**src/rtl/ui5640cfg_seq.sv**
```systemverilog
// OV5640 register-table sequencer.
// Walks the table one 24-bit entry {addr[15:0], data[7:0]} at a time and issues one SCCB
// write request per entry to the downstream byte master. Inserts the post-software-reset wait
// after a 0x3008 write with bit 7 set and retries NACKed writes up to MAX_RETRY extra times.
// Optional build macro UI5640_CFG_ERRCNT_EN adds a saturating NACK counter and the index of
// the most recent NACK.
module ui5640cfg_seq #(
  parameter int unsigned CLK_MHZ    = 25,
  parameter int unsigned RST_DLY_US = 5000,
  parameter logic [7:0]  DEV_ADDR   = 8'h78,
  parameter int unsigned MAX_RETRY  = 3
) (
  input  logic        clk_i,
  input  logic        rstn_i,
  input  logic        start_i,
  output logic [8:0]  reg_index_o,
  input  logic [31:0] reg_data_i,
  input  logic [8:0]  reg_size_i,
  output logic        wr_req_o,
  input  logic        wr_ack_i,
  input  logic        wr_done_i,
  input  logic        wr_err_i,
  output logic [7:0]  wr_dev_o,
  output logic [15:0] wr_addr_o,
  output logic [7:0]  wr_data_o,
  output logic        busy_o,
  output logic        done_o,
`ifdef UI5640_CFG_ERRCNT_EN
  output logic        err_o,
  output logic [15:0] nack_cnt_o,
  output logic [8:0]  last_err_idx_o
`else
  output logic        err_o
`endif
);

  localparam int unsigned RetryW    = (MAX_RETRY < 1) ? 1 : $clog2(MAX_RETRY + 1);
  localparam logic [RetryW-1:0] MaxRetry = RetryW'(MAX_RETRY);
  localparam logic [31:0] DlyCycles = 32'(CLK_MHZ * RST_DLY_US);

  typedef enum logic [2:0] {
    StIdle,
    StFetch,
    StReq,
    StWait,
    StDelay,
    StNext,
    StDone,
    StErr
  } state_e;

  state_e             state_q, state_d;
  logic [8:0]         size_q, size_d;
  logic [8:0]         index_q, index_d;
  logic [15:0]        addr_q, addr_d;
  logic [7:0]         data_q, data_d;
  logic [RetryW-1:0]  retry_q, retry_d;
  logic [31:0]        dly_q, dly_d;
  logic               done_q, done_d;
  logic               err_q, err_d;
  logic               start_pass;
  logic               nack_seen;

  // Table entries only carry 24 bits; the top byte is don't-care.
  logic unused_data_hi;
  assign unused_data_hi = ^reg_data_i[31:24];

  assign start_pass = (state_q == StIdle) && start_i;
  assign nack_seen  = (state_q == StWait) && wr_done_i && wr_err_i;

  // Next-state and datapath updates for the sequencer.
  always_comb begin
    state_d = state_q;
    size_d  = size_q;
    index_d = index_q;
    addr_d  = addr_q;
    data_d  = data_q;
    retry_d = retry_q;
    dly_d   = dly_q;
    done_d  = done_q;
    err_d   = err_q;
    unique case (state_q)
      StIdle: begin
        if (start_i) begin
          size_d  = reg_size_i;
          index_d = 9'd0;
          done_d  = 1'b0;
          err_d   = 1'b0;
          retry_d = '0;
          if (reg_size_i == 9'd0) begin
            state_d = StDone;
            done_d  = 1'b1;
          end else begin
            state_d = StFetch;
          end
        end
      end
      StFetch: begin
        addr_d  = reg_data_i[23:8];
        data_d  = reg_data_i[7:0];
        state_d = StReq;
      end
      StReq: begin
        // An ack that coincides with a done counts as ack only.
        if (wr_ack_i) begin
          state_d = StWait;
        end
      end
      StWait: begin
        if (wr_done_i) begin
          if (!wr_err_i) begin
            // Software reset (0x3008 bit 7) needs the sensor to settle before the next write.
            if (addr_q == 16'h3008 && data_q[7]) begin
              state_d = StDelay;
              dly_d   = 32'd0;
            end else begin
              state_d = StNext;
            end
          end else if (retry_q < MaxRetry) begin
            retry_d = retry_q + 1'b1;
            state_d = StReq;
          end else begin
            state_d = StErr;
            err_d   = 1'b1;
          end
        end
      end
      StDelay: begin
        dly_d = dly_q + 32'd1;
        if (dly_d >= DlyCycles) begin
          state_d = StNext;
        end
      end
      StNext: begin
        retry_d = '0;
        if (index_q == size_q - 9'd1) begin
          state_d = StDone;
          done_d  = 1'b1;
        end else begin
          index_d = index_q + 9'd1;
          state_d = StFetch;
        end
      end
      StDone: begin
        state_d = StIdle;
      end
      StErr: begin
        state_d = StIdle;
      end
      default: begin
        state_d = StIdle;
      end
    endcase
  end

  // Sequencer state and datapath registers.
  always_ff @(posedge clk_i or negedge rstn_i) begin
    if (!rstn_i) begin
      state_q <= StIdle;
      size_q  <= 9'd0;
      index_q <= 9'd0;
      addr_q  <= 16'd0;
      data_q  <= 8'd0;
      retry_q <= '0;
      dly_q   <= 32'd0;
      done_q  <= 1'b0;
      err_q   <= 1'b0;
    end else begin
      state_q <= state_d;
      size_q  <= size_d;
      index_q <= index_d;
      addr_q  <= addr_d;
      data_q  <= data_d;
      retry_q <= retry_d;
      dly_q   <= dly_d;
      done_q  <= done_d;
      err_q   <= err_d;
    end
  end

  // Outputs decoded from state so wr_req_o drops as soon as reset asserts.
  always_comb begin
    wr_req_o    = (state_q == StReq);
    busy_o      = !(state_q inside {StIdle, StDone, StErr});
    reg_index_o = index_q;
    wr_dev_o    = DEV_ADDR;
    wr_addr_o   = addr_q;
    wr_data_o   = data_q;
    done_o      = done_q;
    err_o       = err_q;
  end

`ifdef UI5640_CFG_ERRCNT_EN
  logic [15:0] nack_cnt_q, nack_cnt_d;
  logic [8:0]  last_err_idx_q, last_err_idx_d;

  // NACK statistics: counter restarts with each pass, last index persists across passes.
  always_comb begin
    nack_cnt_d     = nack_cnt_q;
    last_err_idx_d = last_err_idx_q;
    if (start_pass) begin
      nack_cnt_d = 16'd0;
    end else if (nack_seen) begin
      if (nack_cnt_q != 16'hFFFF) begin
        nack_cnt_d = nack_cnt_q + 16'd1;
      end
      last_err_idx_d = index_q;
    end
  end

  // NACK statistics registers.
  always_ff @(posedge clk_i or negedge rstn_i) begin
    if (!rstn_i) begin
      nack_cnt_q     <= 16'd0;
      last_err_idx_q <= 9'd0;
    end else begin
      nack_cnt_q     <= nack_cnt_d;
      last_err_idx_q <= last_err_idx_d;
    end
  end

  assign nack_cnt_o     = nack_cnt_q;
  assign last_err_idx_o = last_err_idx_q;
`else
  logic unused_stats;
  assign unused_stats = start_pass ^ nack_seen;
`endif

endmodule

```
**config.mk**
```make
export PLATFORM = sky130hd
export DESIGN_NAME = ui5640cfg_seq
export DESIGN_NICKNAME = d
export VERILOG_FILES = /design/src/rtl/ui5640cfg_seq.sv
export SDC_FILE = /design/constraint.sdc
export NUM_CORES = 1
export LEC_CHECK = 0
export CAP_MARGIN = 10
export CORE_MARGIN = 4
export CORE_UTILIZATION = 58
export DETAILED_ROUTE_END_ITERATION = 16
export DONT_BUFFER_PORTS = 1
export PLACE_DENSITY = 0.85
export SYNTH_ARGS = -nofsm -noshare
export SYNTH_HDL_FRONTEND = slang
export SYNTH_SLANG_ARGS = --single-unit
```
**constraint.sdc**
```tcl
create_clock -name clk_i -period 2.55 [get_ports clk_i]
set_input_delay 0.51 -clock clk_i [delete_from_list [all_inputs] [get_ports clk_i]]
set_output_delay 0.51 -clock clk_i [all_outputs]
set_load 0.01 [all_outputs]
```
==> results.yml <==
route:
  firstDrtPassIters: 5
  finalWirelength_mm: 12.8
  via_per_inst: 6.63
  drc: 0
  wl_per_cell_um: 18.4
  drtAntennaViolNets: 0
  drt_first_iter_violations: 470
  vias: 4592
timing:
  holdWs_ps: 22.7
  slew_violations: 0
  relSlewSlack_pct: 57.2
  setup_violations: 0
  hold_viol_final: 0
  period_needed_ps: 2520
  tightest_slew_ps: 641
  clock.fmax_ghz: 0.397
  rsz0062_at_grt: "yes"
  tns_ps: 0
  fin_crit_sh_pct: 98.9
  skew_ps: 17.6
finish:
  fin_nets: 634
  syn2layout_area_growth_pct: 11.9
  antenna_cells: 0
  fill_cells: 615
  drive_gt1_share_pct: 21.6
critical_path:
  crit_path_top_delay_cell: "dfrtp_1"
  cp_data_required_time_ps: 2840
  crit_buf_inv: 1
  start_kind: "register"
  crit_type: "register to register"
  crit_path_max_fanout: 10
  crit_chain: "inv_2, ha_4, or3b_4, o31a_1, o221ai_2, a211oi_4, or2_4, or3_1, a21oi_1"
  critPathTopFamily: "simple AND/OR/NAND/NOR gates"
  end_kind: "register"
  arrival_ps: 2820
  max_stage_delay_ps: 400
cts:
  clock-sinks: 81
  tritoncts.num_buffers: 9
  cts_tree: "built"
  clkLatencyLatePin_ps: 370
  path_clk_slew_ps: 110
  htreeDepth: 3
  root_buffer: "clkbuf_8"
  cts.path.max_buffers: 2
place:
  dpl.hpwl_mm: 8.70
  numPortBuffers: 0
  place.gp.congestion: 0.897
power_and_ir_drop:
  p_per_area_nw_per_um2: 1130
  p_leak_nw: 2.25
  finalPower_mw: 6.28
  ir_drop_mv: 0.765
synthesis:
  synth-adder-area-share_pct: 1.00
  synthSimpleGateAreaFrac_pct: 25.3
  synth_compound_gate_area_share_pct: 17.4
  synth_ff_type: "dfrtp_1"
  ys_seq_elements: 81
  yosysUniqueCellTypes: 66
  synth_xor_area_share_pct: 3.34
  synth_top_family_by_area: "simple AND/OR/NAND/NOR gates"
  syn_area_per_cell_um2: 8.76
  ys_async_sr_fraction_pct: 100
  synth_edf_count: 0
  muxShareOfSynthArea_pct: 6.73
  ys_warn_count: 0
  yosysSeqAreaShare_pct: 40.7
  syn_inst: 569
  synth_area_um2: 4990
grt:
  grt_pass1_vias: 4537
  grt-ovfl-total: 0
  grt_antenna_before_repair: 0
  grt_max_degree: 82
  grt_usage_pct: 25.9
  grt_pass1_wl_mm: 21.6
run:
  cap_violations: 0
hold_path:
  hold_class: "input port to async pin"
floorplan:
  core_um2: 8300
  io_pins: 92
  die_h_um: 101
  row_count: 33
  fp.dieW_um: 101
  start_util_pct: 60.1
  die-area_um2: 10100
run_status:
  status: "completed"
[layer usage]
metal  GRT usage, %  up-vias  part of all wire [%]
li1               -     2094                     -
met1           32.6     2225                    40
met2           43.3      241                    51
met3           6.30       32                   7.8
met4           8.91        0                   2.1
met5              0        -                     0
[layout by cell type (no fill, tap or decap), drive strengths merged, types with 5 or more instances in the layout]
cell type,Yosys,final
buf,21,45
xnor2,15,15
mux2,28,28
inv,11,16
nand4,20,20
nor3,23,23
o41ai,5,5
nor4,12,12
nand3,22,22
nor3b,5,5
conb,2,8
and3,13,13
clkbuf,27,9
and2,8,8
a31oi,9,9
a21oi,28,28
dfrtp,81,81
o21ai,53,53
nor2,51,51
o31ai,13,13
nand2,56,56
[power breakdown]
group | total, mW | internal, mW | switching [mW]
registers | 2.79 | 1.85 | 0.940
logic | 2.56 | 1.24 | 1.32
clock network | 0.926 | 0.381 | 0.546
[cells in the mapped netlist (all sizes together) (3+ instances only)]
cell | instances | area, um2
a22o | 3 | 26.3
inv | 11 | 41.3
or3 | 4 | 25.0
o41ai | 5 | 43.8
and4 | 4 | 35.0
a31oi | 9 | 56.3
clkbuf | 27 | 103
and2 | 8 | 51.3
nand3 | 22 | 110
buf | 21 | 128
a21oi | 28 | 140
or2 | 3 | 21.3
nor4bb | 3 | 30.0
nor3b | 5 | 37.5
nand2 | 56 | 210
nor3 | 23 | 115
o31ai | 13 | 97.6
mux2 | 28 | 315
nand4 | 20 | 140
xor2 | 4 | 35.0
dfrtp | 81 | 2030
xnor2 | 15 | 131
nor4 | 12 | 90.1
ha | 4 | 50.1
nor4b | 4 | 35.0
o21ai | 53 | 265
a211oi | 4 | 42.5
nor2 | 51 | 199
a21o | 3 | 22.5
and3 | 13 | 82.6
[sequential cells by signal, indices dropped and copies added (netlist names)]
signal       flops
wr_addr_o       16
done_o           1
wr_data_o        8
err_o            1
retry_q          2
reg_index_o      9
size_q           9
state_q          3
dly_q           32
[final cells by class]
type / count / area, um2 / share of cell area [%]
clock buffers: 9 / 124 / 2.22
flip-flops and latches: 81 / 2030 / 36.5
clock inverters: 7 / 66.3 / 1.19
multi-input cells: 435 / 2820 / 50.6
well taps: 105 / 131 / 2.35
repair buffers: 45 / 358 / 6.41
inverters: 11 / 41.3 / 0.740
[path summary, 6_finish.rpt]
kind,from,endpoint,slack [ps],cells past startpoint
max in group asynchronous,rstn_i,dly_q[20],2170,1
setup / recovery,size_q[1],reg_index_o[8],30,9
hold reg to reg,size_q[8],size_q[8],530,2
min in group clk_i,reg_size_i[5],size_q[5],240,2
hold / removal,rstn_i,wr_data_o[5],20,1
setup reg to reg,size_q[1],reg_index_o[8],30,9
[per-stage QoR]
stage	instance area, um2	utilization (%)	cells	setup slack (ps)
after floorplan	5010	-	575	140
after CTS	5460	65.8	691	16.3
after detailed placement	5200	62.7	671	-40.4
final	5580	67.2	693	28.2
after global routing	5580	67.2	693	-64.2
after global placement	5200	62.7	671	115
[cell families after synthesis]
family / count (synthesis)
adder cells (fa/ha/maj): 4
AO/OA/AOI/OAI: 137
other: 2
XOR/XNOR: 19
buffers and inverters: 59
flip-flops: 81
multiplexers: 30
AND/OR/NAND/NOR: 237
[repair_timing]
item                       4_1_cts  5_1_grt
pin swaps                        3        8
gates resized for setup          2       26
hold endpoints to repair        81        0
buffers inserted                 3        4
hold buffers                     1        0
setup endpoints to repair       11       33
(Power assumes the default switching activity.)
==> variant (same settings) <==
Set the parameter `MAX_RETRY` to 2 (it was 3).
--- a/src/rtl/ui5640cfg_seq.sv
+++ b/src/rtl/ui5640cfg_seq.sv
@@ -8,7 +8,7 @@
   parameter int unsigned CLK_MHZ    = 25,
   parameter int unsigned RST_DLY_US = 5000,
   parameter logic [7:0]  DEV_ADDR   = 8'h78,
-  parameter int unsigned MAX_RETRY  = 3
+  parameter int unsigned MAX_RETRY  = 2
 ) (
   input  logic        clk_i,
   input  logic        rstn_i,
Behaviour: not the same (a bounded check fails within 10 cycles, from zero or initial values and one cycle with rstn_i low).
==> variant against the unedited design <==
The flow now finishes with violations (negative setup slack); final area down 2.1%; combinational power down 2%; sequential cell count unchanged; synthesized area down 2.0%; wire length down 2.5%; non-clock buffer count down 2; via count down 2.1%; highest routed layer unchanged; count of clock-buffer cells in the layout unchanged; worst setup slack worse by 0.13 ns; power down 2.8%; clock power up 2%.
==> variant: results (changes against the unedited design) <==
Run status = complete, but fails checks
Failing checks = negative setup slack
Wire length on met3 = 987 µm (-0.90%)
GRT met3 Usage = 5.142% (-1.2 points)
Layout cells sized above 1 = 17.90% (-3.7 points)
VDD IR-drop max = 0.7468 mV (-2.3%)
Adder-cell share of the synthesized area = 0.7684% (-0.24 points)
Max stage delay on crit path = 0.51 ns (+0.11 ns)
Final setup viols = 10 (+10)
Unique cell type count in the Yosys netlist = 59 (-11%)
Top post-synthesis cells by count = dfrtp_1 (81), nand2_1 (61), o21ai_0 (56)
Layout Nets = 626 (-1.3%)
Placer Congestion = 0.9207 (+2.7%)
Placed insts = 663 (-1.2%)
TNS Setup = -0.6259 ns (-0.6259 ns)
Mean routed wirelength per cell = 18.14 µm (-1.5%)
Worst EP arrival = 2.88 ns (+0.06 ns)
Total track usage = 24.67% (-1.2 points)
Met1 WL = 4947 µm (-1.9%)
Vias per cell = 6.555 (-1.1%)
Vias in the first global route = 4238 (-6.6%)
Grt met1 use = 32.40% (-0.22 points)
First-pass GRT wire length = 20260 µm (-6.1%)
Number of vias in the routed layout = 4497 (-2.1%)
Post-Synth XOR/XNOR Area = 3.407% (+0.069 points)
Worst Path Max Fanout = 8 (-2)
Top reg by flops = dly_q
Leakage = 2.254 nW (+0.15%)
Met2 track demand over resource = 40.74% (-2.6 points)
Worst hold margin = 0.02894 ns (+0.006225 ns)
HPWL after DPL = 8329 µm (-4.3%)
Top cells by area, synth = dfrtp_1 (41%), mux2_2 (5.8%), o21ai_0 (5.7%)
Mux share of post-synthesis cell area = 6.583% (-0.14 points)
Critical-path top delay cell = or4b_4
WL met2 = 6213 µm (-3.7%)
Setup slack after layout = -0.1065 ns (-0.1347 ns)
Clock skew after layout = 0.01417 ns (-0.003384 ns)
Mapped Avg Cell Area = 8.738 µm² (-0.28%)
CP Launch Point = size_q[0]
==> variant: cell types whose count changed after synthesis, moves of 6 or more <==
| cell | before | now |
|---|---|---|
| buf_2 | 12 | 0 |
| nor3_1 | 23 | 13 |
| clkbuf_1 | 26 | 35 |
| xnor2_1 | 15 | 6 |
| xor2_1 | 4 | 13 |
| nand2b_1 | 2 | 8 |
==> variant: report_power, final <==
part | switching (W) | internal, W
clock network | 0.000557 | 0.000386
logic | 0.00132 | 0.00118
registers | 0.000807 | 0.00184
==> variant: cell type report <==
type / count / area [µm²]
timing repair buffer: 43 / 342.8
tap: 105 / 131.4
multi-input combinational: 433 / 2735
fill: 617 / 2756
clock inverter: 7 / 70.07
sequential: 81 / 2027
clock buffer: 9 / 123.9
inverter: 8 / 30.03
==> variant: what timing repair did <==
item                       4_1_cts  5_1_grt
hold buffers                     1        0
gates resized for setup          5        9
buffers inserted                 4        3
hold endpoints to repair        81        0
pin swaps                        5        7
setup endpoints to repair       12       13
